--- config.mk ---
export PLATFORM = sky130hd
export DESIGN_NAME = inst_fetch_decode
export DESIGN_NICKNAME = d
export VERILOG_FILES = /design/src/rtl/inst_fetch_decode_pkg.sv /design/src/rtl/inst_fetch_decode_imm_extend.sv /design/src/rtl/inst_fetch_decode.sv
export SDC_FILE = /design/constraint.sdc
export NUM_CORES = 1
export LEC_CHECK = 0
export CAP_MARGIN = 30
export CORE_MARGIN = 3
export CORE_UTILIZATION = 47
export CTS_CLUSTER_SIZE = 30
export DETAILED_ROUTE_END_ITERATION = 8
export GPL_TIMING_DRIVEN = 0
export PLACE_DENSITY = 0.89
export SYNTH_ARGS = -nofsm -noshare
export SYNTH_HDL_FRONTEND = slang
export SYNTH_SLANG_ARGS = --single-unit
--- constraint.sdc ---
create_clock -name clk -period 3.36 [get_ports clk]
set_input_delay 0.672 -clock clk [delete_from_list [all_inputs] [get_ports clk]]
set_output_delay 0.672 -clock clk [all_outputs]
set_load 0.005 [all_outputs]
--- src/rtl/inst_fetch_decode_pkg.sv ---
// ---------------------------------------------------------------------------
// inst_fetch_decode_pkg
// Shared opcode definitions for the 16-bit single-issue CPU front end.
// Holds the opcode and function-code values used by the ALU and control,
// the fetch/decode FSM state encoding, and small decode helpers.
// Ports: none (package).
// ---------------------------------------------------------------------------
package inst_fetch_decode_pkg;

    localparam int INST_W = 16;

    // Opcodes in IR[15:12]
    localparam logic [3:0] OP_BNE = 4'h0;
    localparam logic [3:0] OP_BEQ = 4'h1;
    localparam logic [3:0] OP_BGZ = 4'h2;
    localparam logic [3:0] OP_BLZ = 4'h3;
    localparam logic [3:0] OP_ADI = 4'h4;
    localparam logic [3:0] OP_ORI = 4'h5;
    localparam logic [3:0] OP_LHI = 4'h6;
    localparam logic [3:0] OP_LWD = 4'h7;
    localparam logic [3:0] OP_SWD = 4'h8;
    localparam logic [3:0] OP_RTYPE = 4'hF;

    // Function codes in IR[5:0] for R-type instructions
    localparam logic [5:0] FUNC_HLT = 6'd29;

    typedef enum logic [1:0] {
        S_IDLE  = 2'd0,
        S_FETCH = 2'd1,
        S_HOLD  = 2'd2,
        S_HALT  = 2'd3
    } fetch_state_t;

    // Arithmetic, memory-offset and branch immediates are signed; logical
    // immediates (ORI, LHI) and everything else are zero-extended.
    function automatic logic imm_is_signed(input logic [3:0] op);
        logic s;
        s = 1'b0;
        case (op)
            OP_BNE, OP_BEQ, OP_BGZ, OP_BLZ,
            OP_ADI, OP_LWD, OP_SWD: s = 1'b1;
            default:                s = 1'b0;
        endcase
        return s;
    endfunction

    function automatic logic is_hlt(input logic [INST_W-1:0] inst);
        return (inst[15:12] == OP_RTYPE) && (inst[5:0] == FUNC_HLT);
    endfunction

endpackage

--- src/rtl/inst_fetch_decode_imm_extend.sv ---
// ---------------------------------------------------------------------------
// imm_extend
// Combinational 8-to-16 bit immediate extender. The opcode chooses between
// sign extension and zero extension of the low instruction byte.
// Ports:
//   opcode  in   4   instruction opcode (IR[15:12])
//   imm8    in   8   raw immediate (IR[7:0])
//   imm     out  16  extended immediate
// ---------------------------------------------------------------------------
module imm_extend
    import inst_fetch_decode_pkg::*;
(
    input  logic [3:0]  opcode,
    input  logic [7:0]  imm8,
    output logic [15:0] imm
);

    assign imm = imm_is_signed(opcode) ? {{8{imm8[7]}}, imm8} : {8'h00, imm8};

endmodule

--- src/rtl/inst_fetch_decode.sv ---
// ---------------------------------------------------------------------------
// inst_fetch_decode
// Multi-cycle instruction fetch and decode front end. Fetches one word per
// memory read handshake into the instruction register, presents the decoded
// fields to the consumer through a valid/ready handshake, and accepts PC
// redirects from branch/jump resolution.
// Ports:
//   clk, reset           clock and asynchronous active-high reset
//   readM, address       memory read request and fetch address (= pc)
//   data, inputReady     memory read data and completion strobe
//   pc_load, pc_target   redirect request and new PC
//   inst_valid           decoded fields valid (held instruction present)
//   inst_ready           consumer accepts the held instruction
//   opcode/rs/rt/rd/func_code/target/imm   decoded fields of IR
//   pc_plus1             address following the held instruction
//   halted               an HLT instruction has been accepted
//   num_inst             count of accepted instructions
// Decode fields assume a 16-bit instruction word.
// ---------------------------------------------------------------------------
module inst_fetch_decode
    import inst_fetch_decode_pkg::*;
#(
    parameter int              WORD     = 16,
    parameter logic [WORD-1:0] RESET_PC = '0
)
(
    input  logic            clk,
    input  logic            reset,
    output logic            readM,
    output logic [WORD-1:0] address,
    input  logic [WORD-1:0] data,
    input  logic            inputReady,
    input  logic            pc_load,
    input  logic [WORD-1:0] pc_target,
    output logic            inst_valid,
    input  logic            inst_ready,
    output logic [3:0]      opcode,
    output logic [1:0]      rs,
    output logic [1:0]      rt,
    output logic [1:0]      rd,
    output logic [5:0]      func_code,
    output logic [11:0]     target,
    output logic [15:0]     imm,
    output logic [WORD-1:0] pc_plus1,
    output logic            halted,
    output logic [15:0]     num_inst
);

    fetch_state_t    state, state_next;
    logic [WORD-1:0] pc, pc_next;
    logic [WORD-1:0] ir, ir_next;
    logic [WORD-1:0] pc_plus1_q, pc_plus1_next;
    logic            pend, pend_next;
    logic [WORD-1:0] pend_tgt, pend_tgt_next;
    logic [15:0]     count, count_next;

    // State, PC, IR and counter registers; reset clears everything so that a
    // late inputReady after reset lands in IDLE and is ignored.
    always_ff @(posedge clk or posedge reset) begin
        if (reset) begin
            state      <= S_IDLE;
            pc         <= RESET_PC;
            ir         <= '0;
            pc_plus1_q <= '0;
            pend       <= 1'b0;
            pend_tgt   <= '0;
            count      <= '0;
        end else begin
            state      <= state_next;
            pc         <= pc_next;
            ir         <= ir_next;
            pc_plus1_q <= pc_plus1_next;
            pend       <= pend_next;
            pend_tgt   <= pend_tgt_next;
            count      <= count_next;
        end
    end

    // Next-state logic. A redirect arriving while a read is outstanding is
    // parked in pend/pend_tgt (newest target wins) and applied only when the
    // read completes; a redirect in the very completion cycle counts too.
    always_comb begin
        state_next    = state;
        pc_next       = pc;
        ir_next       = ir;
        pc_plus1_next = pc_plus1_q;
        pend_next     = pend;
        pend_tgt_next = pend_tgt;
        count_next    = count;

        case (state)
            S_IDLE: begin
                state_next = S_FETCH;
                if (pc_load) begin
                    pc_next = pc_target;
                end
            end

            S_FETCH: begin
                if (pc_load) begin
                    pend_next     = 1'b1;
                    pend_tgt_next = pc_target;
                end
                if (inputReady) begin
                    if (pend || pc_load) begin
                        pc_next    = pc_load ? pc_target : pend_tgt;
                        pend_next  = 1'b0;
                        state_next = S_IDLE;
                    end else begin
                        ir_next       = data;
                        pc_next       = pc + WORD'(1);
                        pc_plus1_next = pc + WORD'(1);
                        state_next    = S_HOLD;
                    end
                end
            end

            S_HOLD: begin
                if (inst_ready) begin
                    count_next = count + 16'd1;
                    if (pc_load) begin
                        pc_next = pc_target;
                    end
                    state_next = is_hlt(ir) ? S_HALT : S_FETCH;
                end else if (pc_load) begin
                    pc_next    = pc_target;
                    state_next = S_FETCH;
                end
            end

            S_HALT: begin
                state_next = S_HALT;
            end

            default: begin
                state_next = S_IDLE;
            end
        endcase
    end

    assign readM      = (state == S_FETCH);
    assign address    = pc;
    assign inst_valid = (state == S_HOLD);
    assign halted     = (state == S_HALT);
    assign num_inst   = count;
    assign pc_plus1   = pc_plus1_q;

    assign opcode    = ir[15:12];
    assign rs        = ir[11:10];
    assign rt        = ir[9:8];
    assign rd        = ir[7:6];
    assign func_code = ir[5:0];
    assign target    = ir[11:0];

    imm_extend u_imm_extend (
        .opcode (ir[15:12]),
        .imm8   (ir[7:0]),
        .imm    (imm)
    );

endmodule

==> metrics <==
maximum VDD drop 452 uV; final setup margin 446 ps; num rows 34; Synth top area share 47.8%; ANT nets after route 0; critical path cell sequence buf_4 -> clkbuf_1 -> buf_2 -> and2_1 -> clkdlybuf4s50_1; run status complete, no violations; DRT iter0 DRCs 348; fin nets 640; DRC violations left 0; crit path capture type primary output; Cells after Synth 458; Core ar. 0.00885 mm^2; Post-CTS Setup Bufs 0; first-pass GRT wire length 19300 um; skew final 10.3 ps; CP required 2690 ps; Yosys top cell by area dfrtp_1; synthesized area 0.00434 mm^2; post-synthesis area per instance 9.49 um^2; Max Transition Viols Final 0; Worst-path clk slew 80 ps; async set-reset flop share out of synthesis 100%; Worst Setup SP state[0]; startpoint types register; synth unique cells 58; Post-CTS Resized 0; Critical Path Max Stage Delay 520 ps; deepest clock path buffer count 2; WL/cell 16.8 um; clk sink count 83; yosys synthesis warning count 0; Place WS 723 ps; hold_ws 472 ps; period utilisation layout 86.7%; final hold violations 0; Num CTS Buffers 9; Core Util, Final 68.2%; Buffers on Ports 131; Setup Total Neg Slack 0 ps; Synth Flop Type dfrtp_1; routed wire length 12000 um; CTS tree yes; Slew HR 42.5%; total of max-cap violations 0; global placement routability congestion 0.897; Pleak 2.65 nW; n_diodes 0; unrepaired setup endpoints after global routing false; main area contributors after synthesis dfrtp_1 (48%), nand2_1 (8.4%), buf_4 (5.2%); Tightest Pin Transition 854 ps; Yosys reg bits 83; Post-synth top cells nand2_1 (97), dfrtp_1 (83), o21ai_0 (33); min-delay src num_inst[15]; remaining global-route overflow 0; Area growth syn-to-layout 39.0%; share of cells above drive strength 1 15.2%; met3 wire len 716 um; EDFF count, synth 0; post-layout min period 2910 ps; vias 3960; Total GRT Usage 23.5%; pin count of the biggest net entering global routing 71; vias in the first global route 3859; f_max 0.343 GHz; most common cell in the netlist nand2_1; final setup fails 0; H-tree Lvls 3; DR WL met2 5980 um; Synthesized Nets 497; clk_lat worst skew 350 ps; FF-to-FF Start address[0]; DIE AREA 0.0104 mm^2; hpwl dp 9010 um; die height 102 um; initial antenna violation count 0; drt pass-1 iters 5; Min-Delay Path Class register to register; Critical Path AT 2240 ps; PwrDens 857 mW/mm^2; M1 WL 5010 um; Top Metal Used met4; vias per inst 5.55; CP Max Fanout 10; CP max-delay cell clkdlybuf4s50_1; Root Driver clkbuf_8; top-level port count 132; critical path type register to primary output; register area share after synthesis 47.8%; DIE WIDTH 102 um; cts hold-fix bufs 0; Initial Utilization 49.1%
==> kinds of logic after synthesis <==
logic type / share of synthesized area, %
compound gates: 10.9
xor+xnor: 5.24
mux: 4.64
buf+inv: 8.15
simple gates: 22.7
flops: 47.8
fa+ha+maj: 0.576
==> state kept, by name, indices dropped and copies added, names as in the netlist <==
signal,count
address,16
ir,16
num_inst,16
pc_plus1,16
pend,1
pend_tgt,16
state,2
==> power breakdown <==
group,switching [W],internal (W)
Sequential,0.000446,0.00141
Clock,0.000365,0.000417
Combinational,0.00102,0.00152
Total,0.00183,0.00334
==> path summary, 6_finish.rpt <==
kind / cells past startpoint / to / slack [ps]
max in group asynchronous: 3 / pc_plus1[4] / 2160
min: 1 / num_inst[15] / 470
max: 5 / halted / 450
min in group asynchronous: 2 / num_inst[6] / 590
min reg2reg: 1 / num_inst[15] / 470
max reg2reg: 5 / address[14] / 1390
==> layout make-up <==
| cell class | instances | area (um^2) |
|---|---|---|
| Buffer | 50 | 320 |
| Sequential cell | 83 | 2080 |
| Timing Repair Buffer | 132 | 1340 |
| Clock buffer | 9 | 124 |
| Tap cell | 108 | 135 |
| Clock inverter | 7 | 92.6 |
| Fill cell | 704 | 2810 |
| Inverter | 9 | 36.3 |
| Multi-Input combinational cell | 316 | 1910 |
==> layout by cell type (no fill, tap or decap), drive strengths merged, types with 4 or more instances in the layout <==
| cell type | instances |
|---|---|
| nand3 | 18 |
| and3 | 9 |
| clkbuf | 18 |
| mux2 | 17 |
| nor4 | 4 |
| nor3 | 16 |
| clkdlybuf4s50 | 131 |
| inv | 9 |
| and2 | 4 |
| xor2 | 12 |
| o21ai | 35 |
| and4 | 4 |
| o211ai | 6 |
| xnor2 | 14 |
| nor2 | 15 |
| nand2 | 99 |
| clkinv | 5 |
| buf | 42 |
| dfrtp | 83 |
| a21oi | 13 |
| nand4 | 10 |
==> per-stage QoR <==
stage,total power (W),cells,area [um^2]
after global placement,0.00427,697,5790
after floorplan,0.00301,458,4340
after global routing,0.00552,714,6040
final,0.00518,714,6040
after detailed placement,0.00440,698,5820
after CTS,0.00519,714,6040
==> per-layer routing <==
| layer | track usage [%] | vias to the layer above |
|---|---|---|
| li1 | - | 1848 |
| met5 | 0 | - |
| met2 | 38.0 | 167 |
| met1 | 31.8 | 1915 |
| met4 | 9.99 | 0 |
| met3 | 3.34 | 30 |
==> critical path: cells and delay by family, from the launching register on <==
family        cells  cell delay [ps]
buf+inv           4             1380
flops             1              360
simple gates      1              150
No activity file was read; power rests on OpenSTA's default activity.
